File: config.mk
export PLATFORM = sky130hd
export DESIGN_NAME = multicycle_ctrl
export DESIGN_NICKNAME = d
export VERILOG_FILES = /design/src/rtl/cpu_ctrl_pkg.sv /design/src/rtl/fetch_timer.sv /design/src/rtl/multicycle_ctrl.sv
export SDC_FILE = /design/constraint.sdc
export NUM_CORES = 1
export LEC_CHECK = 0
export ABC_AREA = 1
export BUFFER_PORTS_ARGS = -buffer_cell sky130_fd_sc_hd__buf_4
export CORE_ASPECT_RATIO = 0.7
export CORE_MARGIN = 5
export CORE_UTILIZATION = 45
export DETAILED_ROUTE_END_ITERATION = 16
export GPL_TIMING_DRIVEN = 1
export PLACE_DENSITY = 0.7
export SLEW_MARGIN = 40
export SYNTH_ARGS = -nofsm -noshare
export SYNTH_HDL_FRONTEND = slang
export SYNTH_SLANG_ARGS = --single-unit
File: constraint.sdc
create_clock -name clk_i -period 2.36 [get_ports clk_i]
set_clock_uncertainty 0.05 [all_clocks]
set_input_delay 0.472 -clock clk_i [delete_from_list [all_inputs] [get_ports clk_i]]
set_output_delay 0.472 -clock clk_i [all_outputs]
set_load 0.02 [all_outputs]
File: src/rtl/cpu_ctrl_pkg.sv
// ============================================================================
// cpu_ctrl_pkg
// ----------------------------------------------------------------------------
// Shared definitions for the multicycle control unit and its fetch timer:
//   - state_e    : controller state encoding (3 bits, codes 6..7 unused)
//   - OPC_*      : recognised instruction opcodes (instruction bits [6:0])
//   - ALUOP_*    : ALUOp codes handed to the ALU control block
//   - TIMER_W    : width of the fetch wait counter (covers timeouts up to 255)
//   - decode_alu : opcode -> {legal, alu_src, alu_op} helper
// ============================================================================
package cpu_ctrl_pkg;

    typedef enum logic [2:0] {
        ST_IDLE      = 3'd0,
        ST_FETCH     = 3'd1,
        ST_DECODE    = 3'd2,
        ST_EXECUTE   = 3'd3,
        ST_WRITEBACK = 3'd4,
        ST_HALT      = 3'd5
    } state_e;

    localparam logic [6:0] OPC_R = 7'b0110011;
    localparam logic [6:0] OPC_I = 7'b0010011;

    localparam logic [1:0] ALUOP_NONE = 2'b00;
    localparam logic [1:0] ALUOP_R    = 2'b10;
    localparam logic [1:0] ALUOP_I    = 2'b11;

    localparam int TIMER_W = 8;

    typedef struct packed {
        logic       legal;
        logic       alu_src;
        logic [1:0] alu_op;
    } alu_ctrl_t;

    // Unrecognised opcodes decode to all-zero ALU controls so nothing
    // downstream sees stale values while the illegal pulse is raised.
    function automatic alu_ctrl_t decode_alu(input logic [6:0] opcode);
        alu_ctrl_t r;
        r = '{legal: 1'b0, alu_src: 1'b0, alu_op: ALUOP_NONE};
        unique case (opcode)
            OPC_R:   r = '{legal: 1'b1, alu_src: 1'b0, alu_op: ALUOP_R};
            OPC_I:   r = '{legal: 1'b1, alu_src: 1'b1, alu_op: ALUOP_I};
            default: r = '{legal: 1'b0, alu_src: 1'b0, alu_op: ALUOP_NONE};
        endcase
        return r;
    endfunction

endpackage

File: src/rtl/fetch_timer.sv
// ============================================================================
// fetch_timer
// ----------------------------------------------------------------------------
// Counts consecutive FETCH cycles that ended without an instruction-memory
// acknowledge. expired_o is high during the IMEM_TIMEOUT-th such cycle, so the
// controller can still accept an ack arriving in that very cycle.
//
// Parameters
//   IMEM_TIMEOUT : number of un-acked FETCH cycles allowed (2..255)
// Ports
//   clk_i     in  clock, rising edge
//   rst_i     in  synchronous active-high reset, clears the count
//   clear_i   in  zero the count (asserted whenever not in FETCH)
//   enable_i  in  count this cycle (FETCH without ack)
//   expired_o out current cycle is the last one allowed
// ============================================================================
module fetch_timer
    import cpu_ctrl_pkg::*;
#(
    parameter int IMEM_TIMEOUT = 16
) (
    input  logic clk_i,
    input  logic rst_i,
    input  logic clear_i,
    input  logic enable_i,
    output logic expired_o
);

    localparam logic [TIMER_W-1:0] LAST_CNT = TIMER_W'(IMEM_TIMEOUT - 1);

    logic [TIMER_W-1:0] cnt_q;
    logic [TIMER_W-1:0] cnt_d;

    assign expired_o = (cnt_q == LAST_CNT);

    // Saturate at the last value; the controller leaves FETCH on expiry anyway.
    always_comb begin
        cnt_d = cnt_q;
        if (clear_i) begin
            cnt_d = '0;
        end else if (enable_i && !expired_o) begin
            cnt_d = cnt_q + TIMER_W'(1);
        end
    end

    always_ff @(posedge clk_i) begin
        if (rst_i) begin
            cnt_q <= '0;
        end else begin
            cnt_q <= cnt_d;
        end
    end

endmodule

File: src/rtl/multicycle_ctrl.sv
// ============================================================================
// multicycle_ctrl
// ----------------------------------------------------------------------------
// Control FSM for a multicycle RISC-V style datapath:
//   IDLE -> FETCH -> DECODE -> EXECUTE -> WRITEBACK -> FETCH/IDLE
// An unrecognised opcode skips the instruction (PC+4, illegal pulse) from
// DECODE. A FETCH that waits IMEM_TIMEOUT cycles without an ack enters HALT,
// sets the sticky fetch error, and only a reset leaves it.
//
// Optional feature (macro MULTICYCLE_PERF_CNT_EN): adds cycle_cnt_o (busy
// cycles) and instret_o (retired instructions), 32-bit wrapping counters.
//
// Parameters
//   IMEM_TIMEOUT : max un-acked FETCH cycles before HALT (2..255)
// Ports
//   clk_i        in   clock, rising edge
//   rst_i        in   synchronous active-high reset
//   start_i      in   run enable (level); sampled at instruction boundaries
//   opcode_i     in   instruction register bits [6:0]
//   imem_ack_i   in   instruction memory data valid (used only in FETCH)
//   imem_req_o   out  fetch request
//   ir_we_o      out  instruction register load strobe
//   pc_we_o      out  PC <= PC+4 strobe
//   reg_we_o     out  register file write enable
//   alu_src_o    out  0 = RS2, 1 = sign-extended immediate
//   alu_op_o     out  ALUOp
//   busy_o       out  state is neither IDLE nor HALT
//   illegal_o    out  one-cycle illegal-opcode pulse in DECODE
//   fetch_err_o  out  sticky fetch timeout flag
//   state_o      out  current state encoding
//   cycle_cnt_o  out  busy cycle count          (perf counters only)
//   instret_o    out  retired instruction count (perf counters only)
// ============================================================================
module multicycle_ctrl
    import cpu_ctrl_pkg::*;
#(
    parameter int IMEM_TIMEOUT = 16
) (
    input  logic        clk_i,
    input  logic        rst_i,
    input  logic        start_i,
    input  logic [6:0]  opcode_i,
    input  logic        imem_ack_i,
    output logic        imem_req_o,
    output logic        ir_we_o,
    output logic        pc_we_o,
    output logic        reg_we_o,
    output logic        alu_src_o,
    output logic [1:0]  alu_op_o,
    output logic        busy_o,
    output logic        illegal_o,
    output logic        fetch_err_o,
    output logic [2:0]  state_o
`ifdef MULTICYCLE_PERF_CNT_EN
    ,
    output logic [31:0] cycle_cnt_o,
    output logic [31:0] instret_o
`endif
);

    state_e     state_q;
    state_e     state_d;
    logic       alu_src_q;
    logic       alu_src_d;
    logic [1:0] alu_op_q;
    logic [1:0] alu_op_d;
    logic       fetch_err_q;
    logic       fetch_err_d;

    logic       timer_clear;
    logic       timer_en;
    logic       timer_expired;
    alu_ctrl_t  dec;

    assign dec = decode_alu(opcode_i);

    // Counter restarts from zero on every FETCH entry because it is held
    // clear in every other state.
    assign timer_clear = (state_q != ST_FETCH);
    assign timer_en    = (state_q == ST_FETCH) && !imem_ack_i;

    fetch_timer #(
        .IMEM_TIMEOUT (IMEM_TIMEOUT)
    ) u_fetch_timer (
        .clk_i     (clk_i),
        .rst_i     (rst_i),
        .clear_i   (timer_clear),
        .enable_i  (timer_en),
        .expired_o (timer_expired)
    );

    // ------------------------------------------------------------------------
    // Next-state and output logic
    // ------------------------------------------------------------------------
    always_comb begin
        state_d     = state_q;
        alu_src_d   = 1'b0;
        alu_op_d    = ALUOP_NONE;
        fetch_err_d = fetch_err_q;
        imem_req_o  = 1'b0;
        ir_we_o     = 1'b0;
        pc_we_o     = 1'b0;
        reg_we_o    = 1'b0;
        alu_src_o   = 1'b0;
        alu_op_o    = ALUOP_NONE;
        busy_o      = 1'b0;
        illegal_o   = 1'b0;

        unique case (state_q)
            ST_IDLE: begin
                if (start_i) begin
                    state_d = ST_FETCH;
                end
            end

            ST_FETCH: begin
                busy_o     = 1'b1;
                imem_req_o = 1'b1;
                // An ack in the expiry cycle still counts as a normal fetch.
                if (imem_ack_i) begin
                    ir_we_o = 1'b1;
                    state_d = ST_DECODE;
                end else if (timer_expired) begin
                    fetch_err_d = 1'b1;
                    state_d     = ST_HALT;
                end
            end

            ST_DECODE: begin
                busy_o    = 1'b1;
                alu_src_o = dec.alu_src;
                alu_op_o  = dec.alu_op;
                // Capture the controls so EXECUTE/WRITEBACK see them even if
                // the opcode bus moves after this cycle.
                alu_src_d = dec.alu_src;
                alu_op_d  = dec.alu_op;
                if (dec.legal) begin
                    state_d = ST_EXECUTE;
                end else begin
                    illegal_o = 1'b1;
                    pc_we_o   = 1'b1;
                    state_d   = start_i ? ST_FETCH : ST_IDLE;
                end
            end

            ST_EXECUTE: begin
                busy_o    = 1'b1;
                alu_src_o = alu_src_q;
                alu_op_o  = alu_op_q;
                alu_src_d = alu_src_q;
                alu_op_d  = alu_op_q;
                state_d   = ST_WRITEBACK;
            end

            ST_WRITEBACK: begin
                busy_o    = 1'b1;
                alu_src_o = alu_src_q;
                alu_op_o  = alu_op_q;
                reg_we_o  = 1'b1;
                pc_we_o   = 1'b1;
                state_d   = start_i ? ST_FETCH : ST_IDLE;
            end

            ST_HALT: begin
                state_d = ST_HALT;
            end

            default: begin
                state_d = ST_IDLE;
            end
        endcase
    end

    // ------------------------------------------------------------------------
    // State registers
    // ------------------------------------------------------------------------
    always_ff @(posedge clk_i) begin
        if (rst_i) begin
            state_q     <= ST_IDLE;
            alu_src_q   <= 1'b0;
            alu_op_q    <= ALUOP_NONE;
            fetch_err_q <= 1'b0;
        end else begin
            state_q     <= state_d;
            alu_src_q   <= alu_src_d;
            alu_op_q    <= alu_op_d;
            fetch_err_q <= fetch_err_d;
        end
    end

    assign fetch_err_o = fetch_err_q;
    assign state_o     = state_q;

`ifdef MULTICYCLE_PERF_CNT_EN
    // ------------------------------------------------------------------------
    // Performance counters
    // ------------------------------------------------------------------------
    logic [31:0] cycle_cnt_q;
    logic [31:0] cycle_cnt_d;
    logic [31:0] instret_q;
    logic [31:0] instret_d;

    always_comb begin
        cycle_cnt_d = cycle_cnt_q;
        instret_d   = instret_q;
        if (busy_o) begin
            cycle_cnt_d = cycle_cnt_q + 32'd1;
        end
        if (state_q == ST_WRITEBACK) begin
            instret_d = instret_q + 32'd1;
        end
    end

    always_ff @(posedge clk_i) begin
        if (rst_i) begin
            cycle_cnt_q <= '0;
            instret_q   <= '0;
        end else begin
            cycle_cnt_q <= cycle_cnt_d;
            instret_q   <= instret_d;
        end
    end

    assign cycle_cnt_o = cycle_cnt_q;
    assign instret_o   = instret_q;
`endif

endmodule

==> metrics.md, run 1 <==
| Metric | Value |
|---|---|
| Status | completed |
| GRT Util Overall | 14.1% |
| Final period utilization | 88.1% |
| Die height | 46.5 µm |
| Number of antenna diodes | 0 |
| Syn Inst Count | 134 |
| Die Width | 62.1 µm |
| Maximum vdd ir drop | 0.275 mV |
| Post-DRT Antenna Nets | 0 |
| Share of cells above drive strength 1 | 23.9% |
| Via count | 873 |
| CTS H-tree lvls | 1 |
| Initial antenna violation count | 0 |
| Syn Nets | 146 |
| Rel. slew slack | 77.4% |
| CTS Root Cell | clkbuf_4 |
| HPWL Detailed | 1590 µm |
| Pin count of the biggest net entering global routing | 14 |
| Fmax | 0.481 GHz |
| DRC viols | 0 |
| Slew Viols, Final | 0 |
| Synth-to-layout area growth | 24.3% |
| CP Max Fanout | 8 |
| Hold buffers post-CTS | 0 |
| Clock Latency Late Sink | 0.28 ns |
| Detailed-route wire length | 1970 µm |
| Full die area | 0.00289 mm² |
| Clock sink count | 14 |
| Leakage | 0.000529 µW |
| Yosys cell types | 21 |
| Setup CP Type | flip-flop to output port |
| Seq/Total Area, Yosys | 32.7% |
| PD cells | 548 mW/mm² |
| Critical path capture point type | output port |
| Fill cell count | 171 |
| Syn_area_per_cell | 6.39 µm² |
| CTS Buf Count | 3 |
| Crit path launch type | flip-flop |
| Setup bufs post-CTS | 0 |
| Crit path DAT | 1.56 ns |
| Hold Violations, Final | 0 |
| Cts repair resizes | 0 |
| Yosys Warn Count | 0 |
| Gp weighted congestion | 0.856 |
| Initial DRC Count | 36 |
| TritonRoute pass-1 iters | 8 |
| Most common cell after layout, fill and taps aside | nand2_1 |
| PortBufs | 23 |
| Setup TNS | 0 ns |
| Core area | 0.00184 mm² |
| Via/cell ratio | 4.82 |
| Minimum clock period | 2.08 ns |
| I/O Pins | 24 |
| Final Setup Violations | 0 |
| Top FF cell, synth | dfxtp_1 |
| Commonest cells after routing, fill and taps aside | nand2_1 (42), buf_4 (23), nor2_1 (22), inv_1 (18), dfxtp_1 (14) |
| Max-Cap Viols | 0 |
| Starting Density | 46.6% |
| Cell row count | 13 |
| Synthesized cell area | 856 µm² |
| Clock transition at path regs | 0.08 ns |
| Final nets | 173 |
| Worst min path class | input port to flip-flop |
| Number of enable flip-flop cells after synthesis | 0 |
| CTS tree | built |
| GR Overflow Total | 0 |
| Slew at the pin closest to its max-slew limit | 0.338 ns |
| Number of global-route vias before repair | 760 |
| Clk buf depth | 2 |
| Required time of the critical path | 1.84 ns |
| First-pass GRT wire length | 3250 µm |
| Post-synth ARST share | 0% |
| Yosys reg bits | 14 |
| RSZ-0062 raised after global routing | no |
| WL per Instance | 10.9 µm |
| Total design power | 583 µW |
sequential cells by signal, indices dropped and copies added (netlist names):
name	count
alu_op_q	1
alu_src_q	1
fetch_err_o	1
state_o	3
u_fetch_timer.cnt_q	8
cell families after synthesis:
group	count (synthesis)	synth area share (%)
AO/OA/AOI/OAI	18	12.3
AND/OR/NAND/NOR	77	40.5
flip-flops	14	32.7
XOR/XNOR	2	2.05
buffers and inverters	22	11.0
adder cells (fa/ha/maj)	1	1.46
critical path, stage by stage (launching register included):
cell	delay, ns
dfxtp_1	0.35
inv_2	0.15
nand2_1	0.09
nor2_1	0.28
o21ai_0	0.18
nand2_1	0.10
buf_4	0.14
where the power goes:
group | internal, µW | switching (µW) | total [µW]
clock network | 59.2 | 74.6 | 134
registers | 244 | 11.8 | 256
logic | 71.8 | 122 | 194
total | 375 | 208 | 583
metrics by stage:
step                std cells  util (%)  setup WS (ns)  hold WS (ns)  area, µm²
finish                    181      57.9          0.280         0.354       1060
global route              181      57.9          0.201         0.362       1060
CTS                       181      57.9          0.293         0.348       1060
detailed placement        178      56.6          0.592         0.405       1040
global placement          178      56.6          0.611         0.400       1040
floorplan                 134         -          0.559         0.384        856
per-layer routing:
metal	GRT usage, %	share of wire [%]	vias up
li1	-	-	467
met1	19.2	51	383
met2	22.3	43	23
met3	5.12	5.6	0
met4	1.30	0	0
met5	0	0	-
synthesized netlist by cell type, types with 2 or more instances:
cell type  instances  area, µm²
o21ai_0            3       15.0
a21oi_1           10       50.1
inv_1             18       67.6
inv_2              3       11.3
dfxtp_1           14        280
nor2_4             3       33.8
nand3_1            5       25.0
nor2_1            22       82.6
nand2_1           42        158
a21oi_2            2       17.5
xnor2_1            2       17.5
layout make-up:
cell class	instances	area [µm²]	share of cell area (%)
Clock buffer	3	22.5	2.12
Inverter	21	78.8	7.41
Multi-Input combinational cell	98	482	45.3
Sequential cell	14	280	26.4
Tap cell	22	27.5	2.59
Timing Repair Buffer	23	173	16.2
path summary, 6_finish.rpt:
path                                from                      to  slack [ns]  depth (start not counted)
hold reg to reg              alu_op_q[1]             alu_op_q[1]        0.42                          2
setup reg to reg  u_fetch_timer.cnt_q[0]  u_fetch_timer.cnt_q[1]        0.79                          7
setup / recovery              state_o[2]             alu_op_o[0]        0.28                          6
hold / removal                     rst_i             fetch_err_o        0.35                          2
No activity file was read; power rests on OpenSTA's default activity.
==> run 2, diff against run 1 <==
--- a/constraint.sdc
+++ b/constraint.sdc
@@ -3,3 +3,3 @@
 set_input_delay 0.472 -clock clk_i [delete_from_list [all_inputs] [get_ports clk_i]]
 set_output_delay 0.472 -clock clk_i [all_outputs]
-set_load 0.02 [all_outputs]
+set_load 0.01 [all_outputs]
==> run 2 against run 1 <==
Non-clock buffer count unchanged. Die area did not move. Core utilization stayed put. First-iteration DRC count decreased by 5.6%. Worst setup slack improved by 0.032 ns.
==> metrics.md, run 2 (synthesis results as in run 1) <==
| Metric | Value |
|---|---|
| Area of the multi-input gates | 482 µm² (unchanged) |
| Synth-to-layout area growth | 24.3% (unchanged) |
| Leakage | 0.000529 µW (unchanged) |
| Clock sink count | 14 (unchanged) |
| Fill cell count | 182 (+6.4%) |
| Rel. slew slack | 77.1% (-0.28 points) |
| Final period utilization | 86.8% (-1.4 points) |
| I/O Pins | 24 (unchanged) |
| Sequential Area | 280 µm² (unchanged) |
| RSZ-0062 raised after global routing | no |
| GRT Util Overall | 14.9% (+0.73 points) |
| Detailed-route wire length | 2000 µm (+1.8%) |
| Maximum vdd ir drop | 0.342 mV (+24%) |
| Final instance area | 0.00106 mm² (unchanged) |
| CTS Buf Count | 3 (unchanged) |
| Crit path DAT | 1.53 ns (-0.03 ns) |
| Hold buffers post-CTS | 0 (unchanged) |
| Required time of the critical path | 1.84 ns (about the same) |
| Number of antenna diodes | 0 (unchanged) |
| Hold Violations, Final | 0 (unchanged) |
| Largest Register | u_fetch_timer.cnt_q |
| Post-place setup slack | 0.628 ns (+0.0354 ns) |
| HPWL Detailed | 1600 µm (+0.51%) |
| First-pass GRT wire length | 3350 µm (+3.0%) |
| Final nets | 173 (unchanged) |
| GR Overflow Total | 0 (unchanged) |
| PortBufs | 23 (unchanged) |
| PD cells | 529 mW/mm² (-3.5%) |
| Full die area | 0.00289 mm² (unchanged) |
| Post-DRT Antenna Nets | 0 (unchanged) |
| CTS Root Cell | clkbuf_4 |
| CTS H-tree lvls | 1 (unchanged) |
| Setup TNS | 0 ns (unchanged) |
| Final Setup Violations | 0 (unchanged) |
| Commonest cells after routing, fill and taps aside | nand2_1 (42), buf_4 (23), nor2_1 (22), inv_1 (18), dfxtp_1 (14) |
| Final non-filler cell total | 181 (unchanged) |
| Number of global-route vias before repair | 753 (-0.92%) |
| Minimum clock period | 2.05 ns (-0.0324 ns) |
| TritonRoute pass-1 iters | 4 (-4) |
| DRC viols | 0 (unchanged) |
| Setup CP Type | flip-flop to output port |
| Hold WS | 0.356 ns (+0.00194 ns) |
| Most common cell after layout, fill and taps aside | nand2_1 |
| CP Max Fanout | 8 (unchanged) |
| Clk buf depth | 2 (unchanged) |
| Share of cells above drive strength 1 | 23.9% (unchanged) |
| Cell row count | 13 (unchanged) |
| Status | completed |
| Die height | 46.5 µm (unchanged) |
| Critical path capture point type | output port |
| Initial DRC Count | 34 (-5.6%) |
| Clock transition at path regs | 0.08 ns (about the same) |
| Slew at the pin closest to its max-slew limit | 0.342 ns (+0.00421 ns) |
| Placed cell area | 0.00104 mm² (unchanged) |
| Starting Density | 46.6% (unchanged) |
| Crit path launch type | flip-flop |
| Worst min path class | input port to flip-flop |
| Pin count of the biggest net entering global routing | 14 (unchanged) |
| Via count | 877 (+0.46%) |
| Cts repair resizes | 0 (unchanged) |
| Core area | 0.00184 mm² (unchanged) |
| Setup WS post-layout | 0.312 ns (+0.0324 ns) |
| Fmax | 0.488 GHz (+1.6%) |
| Max-Cap Viols | 0 (unchanged) |
| Die Width | 62.1 µm (unchanged) |
| Clock Latency Late Sink | 0.28 ns (about the same) |
| Setup bufs post-CTS | 0 (unchanged) |
| Initial antenna violation count | 0 (unchanged) |
| WL per Instance | 11.1 µm (+1.8%) |
| Gp weighted congestion | 0.830 (-3.0%) |
| Slew Viols, Final | 0 (unchanged) |
| Max reg flops | 8 (unchanged) |
| Via/cell ratio | 4.85 (+0.46%) |
| Number of instances in the placed design | 178 (unchanged) |
| CTS tree | built |
run 2: where the power goes:
| part | internal [µW] | switching (µW) |
|---|---|---|
| Combinational | 71.0 | 102 |
| Sequential | 244 | 11.6 |
| Clock | 59.1 | 75.6 |
run 2: final timing paths:
kind / from / end / slack (ns) / depth (start not counted)
setup / recovery: state_o[2] / alu_op_o[0] / 0.31 / 6
hold reg to reg: alu_src_q / alu_src_q / 0.42 / 2
hold / removal: rst_i / state_o[0] / 0.36 / 2
setup reg to reg: u_fetch_timer.cnt_q[0] / u_fetch_timer.cnt_q[1] / 0.76 / 7
run 2: through the flow:
step           total power (µW)  util (%)
4_1_cts                     569      57.9
2_1_floorplan               370         -
3_3_place_gp                434      56.6
6_report                    563      57.9
5_1_grt                     600      57.9
3_5_place_dp                434      56.6
run 2: area by class of cell:
cell class / instances / share of cell area, %
multi-input cells: 98 / 45.3
flip-flops and latches: 14 / 26.4
repair buffers: 23 / 16.2
inverters: 21 / 7.41
well taps: 22 / 2.59
clock buffers: 3 / 2.12
run 2: metal layers:
| metal | GRT usage (%) | vias to the layer above | wire length (µm) |
|---|---|---|---|
| met3 | 5.85 | 0 | 125 |
| met2 | 23.6 | 22 | 864 |
| met5 | 0 | - | 0 |
| met4 | 1.30 | 0 | 0 |
| met1 | 19.8 | 388 | 1010 |
| li1 | - | 467 | - |
run 2: critical path: stages, from the launching register on:
cell	delay, ns
dfxtp_1	0.35
inv_2	0.14
nand2_1	0.09
nor2_1	0.28
o21ai_0	0.17
nand2_1	0.10
buf_4	0.12
==> run 3, diff against run 2 <==
CORE_MARGIN = 3   (was 5)
CTS_CLUSTER_SIZE = 12   (was not set)
PLACE_DENSITY = 0.71   (was 0.7)
==> run 3 against run 2 <==
Sequential power is essentially flat. Critical path type unchanged. Die area shrank 14%. Sequential share of layout area shrank 0.31 points. Cell count is the same. Critical path depth is the same. Final area grew 1.2%. Register-to-register slack gained 0.03 ns. Clock power grew 30%.
==> metrics.md, run 3 (synthesis results as in run 1) <==
| Metric | Value |
|---|---|
| CTS Root Cell | clkbuf_4 |
| Crit path DAT | 1.59 ns (+0.06 ns) |
| Crit path launch type | flip-flop |
| Hold buffers post-CTS | 0 (unchanged) |
| Worst path bufs/invs | 2 (unchanged) |
| Hold Violations, Final | 0 (unchanged) |
| Critical-path top delay cell | dfxtp_1 |
| Initial DRC Count | 34 (unchanged) |
| Post-DRT Antenna Nets | 0 (unchanged) |
| Setup CP Type | flip-flop to output port |
| Gp weighted congestion | 0.843 (+1.5%) |
| TritonRoute pass-1 iters | 4 (unchanged) |
| Rel. slew slack | 76.8% (-0.38 points) |
| Initial antenna violation count | 0 (unchanged) |
| Worst-path cell chain | nor2_1, nand2_1, inv_1, o21ai_0, nand2_1, buf_4 |
| Share of cells above drive strength 1 | 24.4% (+0.48 points) |
| Commonest cells after routing, fill and taps aside | nand2_1 (42), buf_4 (23), nor2_1 (22), inv_1 (18), dfxtp_1 (14) |
| RSZ-0062 raised after global routing | no |
| Max-Cap Viols | 0 (unchanged) |
| Crit-path leading delay family | flip-flops |
| Max reg flops | 8 (unchanged) |
| Pin count of the biggest net entering global routing | 14 (unchanged) |
| Setup bufs post-CTS | 0 (unchanged) |
| Final nets | 173 (unchanged) |
| Full die area | 0.00247 mm² (-14%) |
| Clock transition at path regs | 0.09 ns (about the same) |
| Starting Density | 50.9% (+4.3 points) |
| I/O Pins | 24 (unchanged) |
| Setup TNS | 0 ns (unchanged) |
| Cell row count | 12 (-1) |
| Fill cell count | 164 (-9.9%) |
| Synth-to-layout area growth | 25.7% |
| PortBufs | 23 (unchanged) |
| Setup WS post-layout | 0.247 ns (-0.0650 ns) |
| Clk buf depth | 2 (unchanged) |
| Required time of the critical path | 1.84 ns (about the same) |
| Leakage | 0.000536 µW (+1.4%) |
| Minimum clock period | 2.11 ns (+0.0650 ns) |
| Most common cell after layout, fill and taps aside | nand2_1 |
| Number of global-route vias before repair | 717 (-4.8%) |
| Slew at the pin closest to its max-slew limit | 0.347 ns (+0.00518 ns) |
| Via count | 883 (+0.68%) |
| GRT Util Overall | 16.5% (+1.7 points) |
| Core area | 0.00168 mm² (-8.5%) |
| Final Setup Violations | 0 (unchanged) |
| Critical path capture point type | output port |
| CP Max Fanout | 6 (-2) |
| Status | completed |
| Final period utilization | 89.5% (+2.8 points) |
| HPWL Detailed | 1550 µm (-3.3%) |
| Via/cell ratio | 4.88 (+0.68%) |
| GR Overflow Total | 0 (unchanged) |
| PD cells | 560 mW/mm² (+5.9%) |
| Largest Register | u_fetch_timer.cnt_q |
| WL per Instance | 10.7 µm (-2.9%) |
| First-pass GRT wire length | 3120 µm (-6.8%) |
| Cts repair resizes | 0 (unchanged) |
| Slowest Stage Delay on Critical Path | 0.47 ns (+0.12 ns) |
| Worst min path class | input port to flip-flop |
| Die height | 42.5 µm (-8.6%) |
| CTS tree | built |
| Most used cell, CP | nand2_1 |
| Number of antenna diodes | 0 (unchanged) |
| Clock sink count | 14 (unchanged) |
| Post-place setup slack | 0.567 ns (-0.0608 ns) |
| Flop2flop setup slack | 0.79 ns (+0.03 ns) |
| CTS H-tree lvls | 1 (unchanged) |
| Clock Latency Late Sink | 0.29 ns (about the same) |
| Fmax | 0.473 GHz (-3.1%) |
| Detailed-route wire length | 1940 µm (-2.9%) |
| DRC viols | 0 (unchanged) |
| Die Width | 58.1 µm (-6.4%) |
| Maximum vdd ir drop | 0.422 mV (+23%) |
| Slew Viols, Final | 0 (unchanged) |
| CTS Buf Count | 3 (unchanged) |
run 3: stage by stage:
| step | cells | hold slack (ns) | cell area, µm² | util [%] | total power [µW] |
|---|---|---|---|---|---|
| after global placement | 177 | 0.403 | 1040 | 61.8 | 433 |
| after CTS | 181 | 0.340 | 1080 | 64.0 | 611 |
| after global routing | 181 | 0.335 | 1080 | 64.0 | 642 |
| after floorplan | 134 | 0.384 | 856 | - | 370 |
| after detailed placement | 177 | 0.404 | 1040 | 61.8 | 433 |
| final | 181 | 0.350 | 1080 | 64.0 | 603 |
run 3: path summary, 6_finish.rpt:
kind                          start                     end  cells after the start
min                           rst_i             fetch_err_o                      2
max reg2reg  u_fetch_timer.cnt_q[0]  u_fetch_timer.cnt_q[1]                      7
min reg2reg               alu_src_q               alu_src_q                      2
max                      state_o[1]               alu_src_o                      6
run 3: routing by layer:
| layer | part of all wire, % | up-vias | GRT usage, % |
|---|---|---|---|
| met5 | 0 | - | 0 |
| met4 | 0.41 | 0 | 4.17 |
| met3 | 8.2 | 2 | 5.85 |
| met2 | 41 | 33 | 22.5 |
| met1 | 50 | 374 | 24.1 |
| li1 | - | 474 | - |
run 3: where the power goes:
group | switching, µW | internal, µW | total [µW]
registers | 10.4 | 244 | 254
logic | 102 | 70.9 | 173
clock network | 81.4 | 93.9 | 175
run 3: area by class of cell:
class	instances	area, µm²	share of cell area, %
inverters	21	78.8	7.33
flip-flops and latches	14	280	26.0
well taps	21	26.3	2.44
repair buffers	23	173	16.0
clock buffers	4	36.3	3.37
multi-input cells	98	482	44.8
